## src/rtl/i2s_rx.sv

```systemverilog
// Philips I2S receiver: oversamples SCK/WS/SD in the clk domain and commits
// left/right samples. Define I2S_RX_SLOT_ERR_EN to enable slot-length error pulses.
module i2s_rx #(
  parameter int AUDIO_DW = 8,
  parameter int CNT_W    = 5
) (
  input  logic                clk,
  input  logic                rst_n,
  input  logic                en_i,
  input  logic                sck_i,
  input  logic                ws_i,
  input  logic                sd_i,
  output logic [AUDIO_DW-1:0] l_data_o,
  output logic [AUDIO_DW-1:0] r_data_o,
  output logic                l_valid_o,
  output logic                r_valid_o,
  output logic                locked_o,
  output logic                slot_err_o
);

  localparam int unsigned      DW      = AUDIO_DW;
  localparam logic [CNT_W-1:0] CNT_MAX = '1;

`ifdef I2S_RX_SLOT_ERR_EN
  localparam bit SLOT_ERR_EN = 1'b1;
`else
  localparam bit SLOT_ERR_EN = 1'b0;
`endif

  // HUNT: waiting for the first WS edge; RELOAD: next rise only reloads ws_prev
  typedef enum logic [1:0] {
    ST_HUNT   = 2'd0,
    ST_LOCKED = 2'd1,
    ST_RELOAD = 2'd2
  } state_t;

  state_t              state;
  logic [1:0]          sck_sync;
  logic [1:0]          ws_sync;
  logic [1:0]          sd_sync;
  logic                sck_d;
  logic                rise_q;
  logic                ws_q;
  logic                sd_q;
  logic                ws_prev;
  logic [AUDIO_DW-1:0] shift;
  logic [AUDIO_DW-1:0] shift_wr;
  logic [CNT_W-1:0]    cnt;
  logic [CNT_W-1:0]    cnt_inc;
  logic                slot_bad;

  // Shift register with the current bit placed MSB-first; bits past AUDIO_DW drop out.
  always_comb begin
    shift_wr = shift;
    for (int unsigned i = 0; i < DW; i++) begin
      if (32'(cnt) == DW - 1 - i) shift_wr[i] = sd_q;
    end
  end

  assign cnt_inc  = (cnt == CNT_MAX) ? cnt : cnt + CNT_W'(1);
  assign slot_bad = (cnt == CNT_MAX) || (32'(cnt) + 32'd1 != DW);

  always_ff @(posedge clk) begin
    if (!rst_n) begin
      state      <= ST_HUNT;
      sck_sync   <= '0;
      ws_sync    <= '0;
      sd_sync    <= '0;
      sck_d      <= 1'b0;
      rise_q     <= 1'b0;
      ws_q       <= 1'b0;
      sd_q       <= 1'b0;
      ws_prev    <= 1'b0;
      shift      <= '0;
      cnt        <= '0;
      l_data_o   <= '0;
      r_data_o   <= '0;
      l_valid_o  <= 1'b0;
      r_valid_o  <= 1'b0;
      locked_o   <= 1'b0;
      slot_err_o <= 1'b0;
    end else begin
      sck_sync   <= {sck_sync[0], sck_i};
      ws_sync    <= {ws_sync[0], ws_i};
      sd_sync    <= {sd_sync[0], sd_i};
      sck_d      <= sck_sync[1];
      // ws/sd are registered alongside the rise flag so they stay aligned with it
      rise_q     <= sck_sync[1] & ~sck_d;
      ws_q       <= ws_sync[1];
      sd_q       <= sd_sync[1];
      l_valid_o  <= 1'b0;
      r_valid_o  <= 1'b0;
      slot_err_o <= 1'b0;

      if (!en_i) begin
        state    <= ST_RELOAD;
        locked_o <= 1'b0;
        cnt      <= '0;
        shift    <= '0;
      end else if (rise_q) begin
        ws_prev <= ws_q;
        if (state == ST_RELOAD || ws_q == ws_prev) begin
          shift <= shift_wr;
          cnt   <= cnt_inc;
          if (state == ST_RELOAD) state <= ST_HUNT;
        end else begin
          // Boundary rise carries the LSB of the slot that just ended
          if (state == ST_LOCKED) begin
            if (ws_prev) begin
              r_data_o  <= shift_wr;
              r_valid_o <= 1'b1;
            end else begin
              l_data_o  <= shift_wr;
              l_valid_o <= 1'b1;
            end
            slot_err_o <= SLOT_ERR_EN & slot_bad;
          end
          shift    <= '0;
          cnt      <= '0;
          state    <= ST_LOCKED;
          locked_o <= 1'b1;
        end
      end
    end
  end

endmodule

```

## config.mk

```make
export PLATFORM = sky130hd
export DESIGN_NAME = i2s_rx
export DESIGN_NICKNAME = d
export VERILOG_FILES = /design/src/rtl/i2s_rx.sv
export SDC_FILE = /design/constraint.sdc
export NUM_CORES = 1
export LEC_CHECK = 0
export BUFFER_PORTS_ARGS = -buffer_cell sky130_fd_sc_hd__buf_2
export CAP_MARGIN = 10
export CORE_AREA = 2 2 67 69
export CTS_CLUSTER_DIAMETER = 200
export CTS_CLUSTER_SIZE = 8
export DETAILED_ROUTE_END_ITERATION = 16
export DIE_AREA = 0 0 69 71
export REMOVE_ABC_BUFFERS = 1
export SETUP_SLACK_MARGIN = 0.5
export SLEW_MARGIN = 20
export SYNTH_ARGS = -nofsm -noshare
export SYNTH_HDL_FRONTEND = slang
export SYNTH_SLANG_ARGS = --single-unit
```

## constraint.sdc

```tcl
create_clock -name clk -period 1.9 [get_ports clk]
set_clock_uncertainty 0.1 [all_clocks]
set_input_delay 0.285 -clock clk [delete_from_list [all_inputs] [get_ports clk]]
set_output_delay 0.285 -clock clk [all_outputs]
set_load 0.02 [all_outputs]
```

==> results.py, run 1 <==
metrics = {
    "status": {
        "status": "finished clean",
    },
    "place": {
        "placedCellCount": 255,
        "dpl_cell_area_mm2": 0.00196,
        "io_buffers": 24,
        "finalWeightedCongestion": 0.914,
        "hpwlAfterDp_um": 2480,
    },
    "cells_and_area": {
        "diodes": 0,
        "fin_area_mm2": 0.00246,
        "area.growth.synth_to_final_pct": 36.6,
        "fin_cells": 280,
        "fin_nets": 238,
        "layout-drive-gt1-share_pct": 43.9,
        "fillers": 359,
        "final_util_pct": 58.4,
    },
    "timing": {
        "maxSlewViolCount": 0,
        "finalHoldViolCount": 0,
        "setup_viol": 0,
        "setup_tns_ns": 0,
        "period_share_pct": 85.6,
        "fmax_mhz": 615,
        "period_minus_slack_ns": 1.63,
        "rsz0062_at_grt": "yes",
    },
    "cts": {
        "h-tree-depth": 2,
        "ctsHoldBuffers": 0,
        "clock_latency_ns": 0.30,
        "clk_root_buffer_cell": "clkbuf_8",
        "cts_tree": "yes",
        "cts_buffers": 5,
        "path_clk_slew_ns": 0.08,
        "cts.sinks": 45,
        "clk_path_buf_depth": 2,
    },
    "logic_synthesis": {
        "ys_types": 35,
        "synth_top_area_share_pct": 50.1,
        "ys_ff_latch": 45,
        "synth_cells": 184,
        "avgSynthCellArea_um2": 9.77,
        "synth_area_leaders": "dfxtp_1, a21oi_1, o21ai_0",
        "yosys_warnings": 0,
        "syn_area_mm2": 0.00180,
        "yosys.area.top_type": "dfxtp_1",
        "synth_seq_area_share_pct": 50.1,
    },
    "routing": {
        "drtIter0Drc": 89,
        "drtAntennaViolNets": 0,
        "viasPerCell": 5.30,
        "wl_per_cell_um": 16.1,
        "vias": 1485,
        "drt-pass1-iter-count": 4,
        "routed_wl_um": 4510,
        "remaining_drc_errors": 0,
    },
    "power": {
        "clockPowerShare_pct": 41.6,
        "switching_power_w": 0.000383,
        "p_seq_share_pct": 54.7,
        "power.share.combinational_pct": 3.7,
        "ir_drop_mv": 0.718,
        "p_per_area_mw_per_mm2": 713,
        "p_int_w": 0.00137,
        "total_power_w": 0.00175,
        "switching_share_pct": 21.9,
        "leakagePower_nw": 0.969,
    },
    "grt": {
        "grt_max_degree": 30,
        "grt_pass1_vias": 1492,
        "overflow": 0,
        "grt_pass1_wl_um": 7200,
        "track_usage_pct": 18.2,
        "antenna_found_initial": 0,
    },
    "worst_setup_path": {
        "end_kind": "flip-flop",
        "cp_common_cell": "ha_4",
        "critical-path-max-stage-delay_ns": 0.37,
        "rr_startpoint": "cnt[1]",
        "cp.required_ns": 2.00,
        "start_kind": "flip-flop",
        "cp_cell_sequence": "ha_4, and3_4, ha_4, inv_4, nand4_1, a21o_1, a22o_1",
        "crit_fanout": 5,
        "startpoint": "cnt[1]",
        "critPathSlowestCell": "dfxtp_4",
        "critPathKind": "reg -> reg",
        "arrival_ns": 1.73,
        "crit_buf_inv": 1,
        "cp_top_family": "flip-flops",
    },
    "die": {
        "rows": 24,
        "core_area_mm2": 0.00420,
        "initial_utilization_pct": 42.8,
        "die_area_mm2": 0.00490,
        "ioPinCount": 26,
        "die_w_um": 69,
        "die_h_um": 71,
    },
    "job": {
        "maxCapViolCount": 0,
    },
    "worst_hold_path": {
        "worstHoldPathType": "in -> reg",
        "hold_start": "sd_i",
    },
}
==> cell type report <==
type	instances	area [um2]	share of cell area, %
tap	52	65.1	2.65
inverter	5	21.3	0.866
sequential	45	922	37.5
clock inverter	3	46.3	1.88
multi-input combinational	124	1020	41.7
timing repair buffer	46	308	12.5
clock buffer	5	68.8	2.80
==> placed cells by master, fill, tap and decap left out, types with 6 or more instances in the layout <==
| cell type | n |
|---|---|
| dfxtp_1 | 36 |
| a21oi_1 | 17 |
| buf_2 | 24 |
| and2_1 | 11 |
| nor4b_4 | 6 |
| o21ai_0 | 17 |
| mux2i_2 | 6 |
| buf_4 | 16 |
| nand2_1 | 13 |
| a21oi_2 | 6 |
| o21ai_1 | 9 |
| buf_6 | 6 |
==> routing by layer <==
layer	up-vias	track usage [%]	routed length (um)
met4	0	8.71	74
met2	24	30.9	2350
li1	729	-	-
met5	-	0	0
met1	722	22.0	1980
met3	10	4.13	106
==> worst reg2reg max path, cell delays in order (launching register included) <==
cell and delay, ns:
dfxtp_4 0.37, ha_4 0.17, and3_4 0.19, ha_4 0.18, inv_4 0.06, nand4_1 0.10
a21o_1 0.18, a22o_1 0.16
==> final timing paths <==
check	slack, ns	depth (start not counted)	endpoint
setup reg to reg	0.27	7	cnt[3]
hold reg to reg	0.31	1	rise_q
hold / removal	0.08	2	sd_sync[0]
setup / recovery	0.27	7	cnt[3]
==> power groups by stage <==
stage	sequential [W]	clock, W	combinational, W
floorplan	0.000981	0	0.0000274
global placement	0.000982	0	0.0000494
detailed placement	0.000983	0	0.0000508
CTS	0.000957	0.000744	0.0000587
global route	0.000960	0.000784	0.0000720
finish	0.000958	0.000728	0.0000653
==> kinds of logic after synthesis <==
group	after synthesis	synth area share, %
AO/OA/AOI/OAI	54	16.1
XOR/XNOR	1	0.487
adder cells (fa/ha/maj)	5	3.48
buffers and inverters	15	4.24
flip-flops	45	50.1
multiplexers	8	4.45
other	1	0.209
AND/OR/NAND/NOR	55	20.9
==> synth_stat cells, drive strengths merged <==
cell type,count
conb,1
nand3,2
inv,5
a311o,1
clkbuf,6
nand4,1
a21o,1
xor2,1
o21ai,26
dfxtp,45
and3,2
nand3b,1
mux2i,8
a21boi,2
and2,11
a21oi,23
nor4,2
nor2b,1
nor3,1
a22o,1
ha,5
nor2,5
nor3b,4
nor4b,8
nand2b,2
buf,4
nand2,14
nand4b,1
==> metrics by stage <==
stage          setup WS (ns)  hold WS, ns
3_5_place_dp          0.0233        0.291
6_report               0.273       0.0832
3_3_place_gp           0.106        0.273
4_1_cts                0.329       0.0729
5_1_grt                0.215       0.0842
2_1_floorplan          0.171        0.267
==> flip-flops by register name, summed over array words and instances, names as in the netlist <==
signal     flops
l_data_o       8
r_data_o       8
shift          8
cnt            5
sck_sync       2
sd_sync        2
state          2
ws_sync        2
l_valid_o      1
locked_o       1
r_valid_o      1
rise_q         1
sck_d          1
sd_q           1
ws_prev        1
ws_q           1
==> timing repair <==
action,CTS,global route
pin swaps,9,4
endpoints found under the setup margin,29,32
cloned,0,1
resized for setup,45,19
setup buffers,11,5
(Power assumes the default switching activity.)
==> inputs of run 2 (changes only) <==
GPL_TIMING_DRIVEN = 0   (was unset)
clock period = 1.8 ns   (was 1.9 ns; I/O delays follow)
==> run 2 against run 1 <==
Setup slack lost 0.071 ns. Sequential power grew 5%. Utilization shrank 4.3 points. Total power shrank 4.7%. Largest power group unchanged.
==> results.py, run 2 (synthesized netlist as in run 1, its figures left out) <==
metrics = {
    "worst_setup_path": {
        "rr_startpoint": "cnt[0]",
        "cp_cell_sequence": "ha_4, and3_4, ha_4, inv_4, nand4_1, a21o_1, a22o_1",
        "reg2reg_depth": 7,
        "start_kind": "flip-flop",
        "critPathCapture": "cnt[3]",
        "r2r_slack_ns": 0.20,
        "crit_fanout": 4,
        "crit-reg2reg-capture": "cnt[3]",
        "cp_common_cell": "ha_4",
        "end_kind": "flip-flop",
        "critPathKind": "reg -> reg",
        "cp.required_ns": 1.88,
        "critical-path-max-stage-delay_ns": 0.37,
        "startpoint": "cnt[0]",
        "critPathSlowestCell": "dfxtp_4",
        "arrival_ns": 1.67,
    },
    "cells_and_area": {
        "layout-drive-gt1-share_pct": 34.6,
        "area.growth.synth_to_final_pct": 26.5,
        "final_common_cell": "dfxtp_1",
        "final_util_pct": 54.1,
        "final_cell_mix": "dfxtp_1, buf_2, a21oi_1",
        "reg_top3": "l_data_o: 8 flops, r_data_o: 8 flops, shift: 8 flops",
        "diodes": 0,
        "fin_cells": 269,
        "fin_nets": 227,
    },
    "die": {
        "rows": 24,
        "initial_utilization_pct": 42.8,
        "ioPinCount": 26,
        "die_w_um": 69,
        "die_area_mm2": 0.00490,
        "die_h_um": 71,
        "core_area_mm2": 0.00420,
    },
    "cts": {
        "ctsHoldBuffers": 0,
        "cts_tree": "yes",
        "clk_path_buf_depth": 2,
        "h-tree-depth": 2,
        "cts_buffers": 5,
        "path_clk_slew_ns": 0.08,
        "clk_root_buffer_cell": "clkbuf_8",
        "clock_latency_ns": 0.28,
        "cts.sinks": 45,
    },
    "grt": {
        "grt_max_degree": 31,
        "overflow": 0,
        "grt_pass1_vias": 1342,
        "track_usage_pct": 15.4,
        "antenna_found_initial": 0,
        "grt_pass1_wl_um": 6180,
    },
    "power": {
        "ir_drop_mv": 0.626,
        "total_power_w": 0.00167,
        "p_per_area_mw_per_mm2": 734,
        "leakagePower_nw": 0.885,
    },
    "timing": {
        "timing.hold.ws_ns": 0.0886,
        "period_minus_slack_ns": 1.60,
        "period_share_pct": 88.8,
        "fmax_mhz": 626,
        "rsz0062_at_grt": "yes",
        "maxSlewViolCount": 0,
        "setup_viol": 0,
        "finalHoldViolCount": 0,
    },
    "worst_hold_path": {
        "worstHoldPathType": "in -> reg",
    },
    "place": {
        "placedCellCount": 250,
        "io_buffers": 24,
        "hpwlAfterDp_um": 2240,
        "finalWeightedCongestion": 0.803,
    },
    "routing": {
        "vias": 1388,
        "drtIter0Drc": 49,
        "remaining_drc_errors": 0,
        "drtAntennaViolNets": 0,
        "routed_wl_um": 3630,
        "wl_per_cell_um": 13.5,
        "drt-pass1-iter-count": 4,
        "viasPerCell": 5.16,
    },
    "status": {
        "status": "finished clean",
    },
    "job": {
        "maxCapViolCount": 0,
    },
}
## run 2: worst max-delay path, delay by kind of cell, from the launching register on
kind                       cells  cell delay (ns)
buffers and inverters          1             0.06
and+or+nand+nor                2             0.28
AOI/OAI and AO/OA              2             0.35
adders and majority gates      2             0.33
DFF                            1             0.37
## run 2: worst min path at each step
stage	slack [ns]	to	from	depth (start not counted)
after floorplan	0.27	rise_q	sck_d	1
after global placement	0.27	rise_q	sck_d	1
after detailed placement	0.28	rise_q	sck_d	1
after CTS	0.08	ws_sync[0]	ws_i	2
after global routing	0.08	sd_sync[0]	sd_i	2
final	0.09	ws_sync[0]	ws_i	2
## run 2: repair_timing
item / 4_1_cts / 5_1_grt
resized for setup: 33 / 6
setup buffers: 11 / 0
pin swaps: 6 / 1
endpoints found under the setup margin: 32 / 31
## run 2: final cells by class
cell class	count	area (um2)
Clock inverter	2	15.0
Tap cell	52	65.1
Timing Repair Buffer	35	230
Inverter	5	21.3
Clock buffer	6	72.6
Multi-Input combinational cell	124	947
Sequential cell	45	923
Fill cell	376	1930
## run 2: report_power, final
part           total [W]  internal [W]  switching [W]
sequential       0.00101      0.000999     0.00000970
combinational  0.0000603     0.0000269      0.0000335
clock           0.000600      0.000274       0.000327
total            0.00167       0.00130       0.000370
## run 2: routing by layer
layer | track usage [%] | wire, um
met5 | 0 | 0
met4 | 5.66 | 63
met3 | 3.56 | 130
met2 | 25.5 | 1750
met1 | 19.6 | 1680
## run 2: stage by stage
| stage | setup TNS (ns) | cell area, um2 | worst slack (ns) |
|---|---|---|---|
| 2_1_floorplan | 0 | 1740 | 0.0712 |
| 3_3_place_gp | -1.28 | 1930 | -0.102 |
| 3_5_place_dp | -2.36 | 1930 | -0.177 |
| 4_1_cts | 0 | 2240 | 0.234 |
| 5_1_grt | 0 | 2270 | 0.149 |
| 6_report | 0 | 2270 | 0.202 |
==> inputs of run 3 (changes only) <==
--- a/config.mk
+++ b/config.mk
@@ -8,10 +8,11 @@
 export BUFFER_PORTS_ARGS = -buffer_cell sky130_fd_sc_hd__buf_2
 export CAP_MARGIN = 10
-export CORE_AREA = 2 2 67 69
+export CORE_AREA = 2 2 65 67
 export CTS_CLUSTER_DIAMETER = 200
 export CTS_CLUSTER_SIZE = 8
 export DETAILED_ROUTE_END_ITERATION = 16
-export DIE_AREA = 0 0 69 71
+export DIE_AREA = 0 0 67 69
 export GPL_TIMING_DRIVEN = 0
+export PLACE_DENSITY = 0.66
 export REMOVE_ABC_BUFFERS = 1
 export SETUP_SLACK_MARGIN = 0.5
==> constraint.sdc (replaced) <==
create_clock -name clk -period 1.8 [get_ports clk]
set_clock_uncertainty 0.1 [all_clocks]
set_input_delay 0.09 -clock clk [delete_from_list [all_inputs] [get_ports clk]]
set_output_delay 0.09 -clock clk [all_outputs]
set_load 0.02 [all_outputs]
==> run 3 against run 2 <==
Clock-buffer cell count is 1 lower. Clock power is 50% higher. Global-route usage is 3.5 points higher. Sequential power hardly changed. Non-clock buffer count is 15 higher. Hold slack worse by 0.055 ns. Maximum frequency is 2.4% lower. Critical path type unchanged.
==> results.py, run 3 (synthesized netlist as in run 1, its figures left out) <==
metrics = {
    "status": {
        "status": "finished clean",
    },
    "worst_setup_path": {
        "crit_fanout": 4,
        "cp.required_ns": 1.90,
        "end_kind": "flip-flop",
        "critPathKind": "reg -> reg",
        "start_kind": "flip-flop",
        "arrival_ns": 1.74,
    },
    "routing": {
        "routed_wl_um": 4180,
        "drtAntennaViolNets": 0,
        "drt-pass1-iter-count": 4,
        "remaining_drc_errors": 0,
        "wl_per_cell_um": 14.8,
        "viasPerCell": 5.27,
        "drtIter0Drc": 70,
        "vias": 1487,
    },
    "die": {
        "rows": 23,
        "ioPinCount": 26,
        "die_h_um": 69,
        "die_w_um": 67,
        "initial_utilization_pct": 45.9,
        "core_area_mm2": 0.00391,
        "die_area_mm2": 0.00462,
    },
    "cells_and_area": {
        "fin_area_mm2": 0.00251,
        "final_cell_mix": "dfxtp_1, buf_2, o21ai_0",
        "multi_input_area_mm2": 0.00101,
        "fin_nets": 242,
        "layout-drive-gt1-share_pct": 40.9,
        "reg_top3": "l_data_o: 8 flops, r_data_o: 8 flops, shift: 8 flops",
        "fin_cells": 282,
        "area.growth.synth_to_final_pct": 39.5,
        "final_common_cell": "dfxtp_1",
        "regArea_um2": 926,
        "fillers": 312,
        "diodes": 0,
    },
    "worst_hold_path": {
        "worstHoldPathType": "in -> reg",
    },
    "grt": {
        "track_usage_pct": 18.8,
        "overflow": 0,
        "grtUsageMet3_pct": 5.06,
        "grt_max_degree": 31,
        "grt_pass1_wl_um": 6740,
        "busiest_layer": "met2",
        "grt_use_met2_pct": 30.7,
        "grt_pass1_vias": 1396,
        "grt_use_met1_pct": 23.9,
        "antenna_found_initial": 0,
    },
    "power": {
        "leakagePower_nw": 0.991,
        "total_power_w": 0.00198,
        "ir_drop_mv": 0.772,
        "p_per_area_mw_per_mm2": 788,
    },
    "place": {
        "io_buffers": 24,
        "placedCellCount": 248,
        "dpl_cell_area_mm2": 0.00192,
        "hpwlAfterDp_um": 2320,
        "finalWeightedCongestion": 0.754,
    },
    "timing": {
        "maxSlewViolCount": 0,
        "fmax_mhz": 611,
        "setup_viol": 0,
        "rsz0062_at_grt": "yes",
        "relSlewSlack_pct": 58.7,
        "period_share_pct": 91.0,
        "setup_tns_ns": 0,
        "timing.hold.ws_ns": 0.0335,
        "period_minus_slack_ns": 1.64,
        "finalHoldViolCount": 0,
        "worst_slew_pin_slew_ns": 0.617,
    },
    "cts": {
        "h-tree-depth": 2,
        "clk_path_buf_depth": 2,
        "cts_buffers": 5,
        "cts_tree": "yes",
        "cts.sinks": 45,
        "clk_root_buffer_cell": "clkbuf_8",
        "clock_latency_ns": 0.30,
        "path_clk_slew_ns": 0.09,
    },
    "job": {
        "maxCapViolCount": 0,
    },
}
## run 3: cell count changes in the layout (fill, tap and decap cells not counted), sizes merged
cell,change
clkinvlp,-2
clkinv,+1
bufinv,+2
buf,+11
clkbuf,-1
dlygate4sd3,+4
## run 3: metrics by stage
stage               utilization (%)  setup WS (ns)
floorplan                         -         0.0712
global placement               49.1        -0.0705
detailed placement             49.1         -0.278
CTS                            59.3          0.202
global route                   64.1          0.113
finish                         64.1          0.162
## run 3: worst paths after layout
check / start / to / cells past startpoint / slack (ns)
hold reg to reg: sck_d / rise_q / 1 / 0.27
setup reg to reg: cnt[0] / cnt[3] / 7 / 0.16
hold / removal: en_i / ws_prev / 3 / 0.03
setup / recovery: cnt[0] / cnt[3] / 7 / 0.16
## run 3: layout make-up
type	instances	share of cell area [%]
Multi-Input combinational cell	124	40.3
Sequential cell	45	36.9
Timing Repair Buffer	50	14.1
Clock buffer	5	2.74
Clock inverter	3	2.59
Tap cell	50	2.49
Inverter	5	0.848
## run 3: timing repair
item / CTS / global route
hold buffers: 4 / 0
endpoints found under the setup margin: 32 / 33
pin swaps: 9 / 6
buffers inserted: 11 / 11
gates resized for setup: 32 / 22
hold endpoints to repair: 4 / 0
## run 3: routing by layer
layer	vias up	routed length, um
li1	734	-
met1	716	1790
met2	31	2180
met3	6	162
met4	0	45
met5	-	0
## run 3: worst max-delay path, cell delays in order, from the launching register on
cell	delay (ns)
dfxtp_4	0.37
ha_4	0.16
and3_4	0.19
ha_4	0.18
inv_4	0.06
nand4_1	0.12
a21o_1	0.20
a22o_1	0.17
## run 3: power by group
part           switching, W   total, W  internal [W]
clock              0.000351   0.000902      0.000551
combinational     0.0000369  0.0000683     0.0000314
sequential       0.00000949    0.00101      0.000998
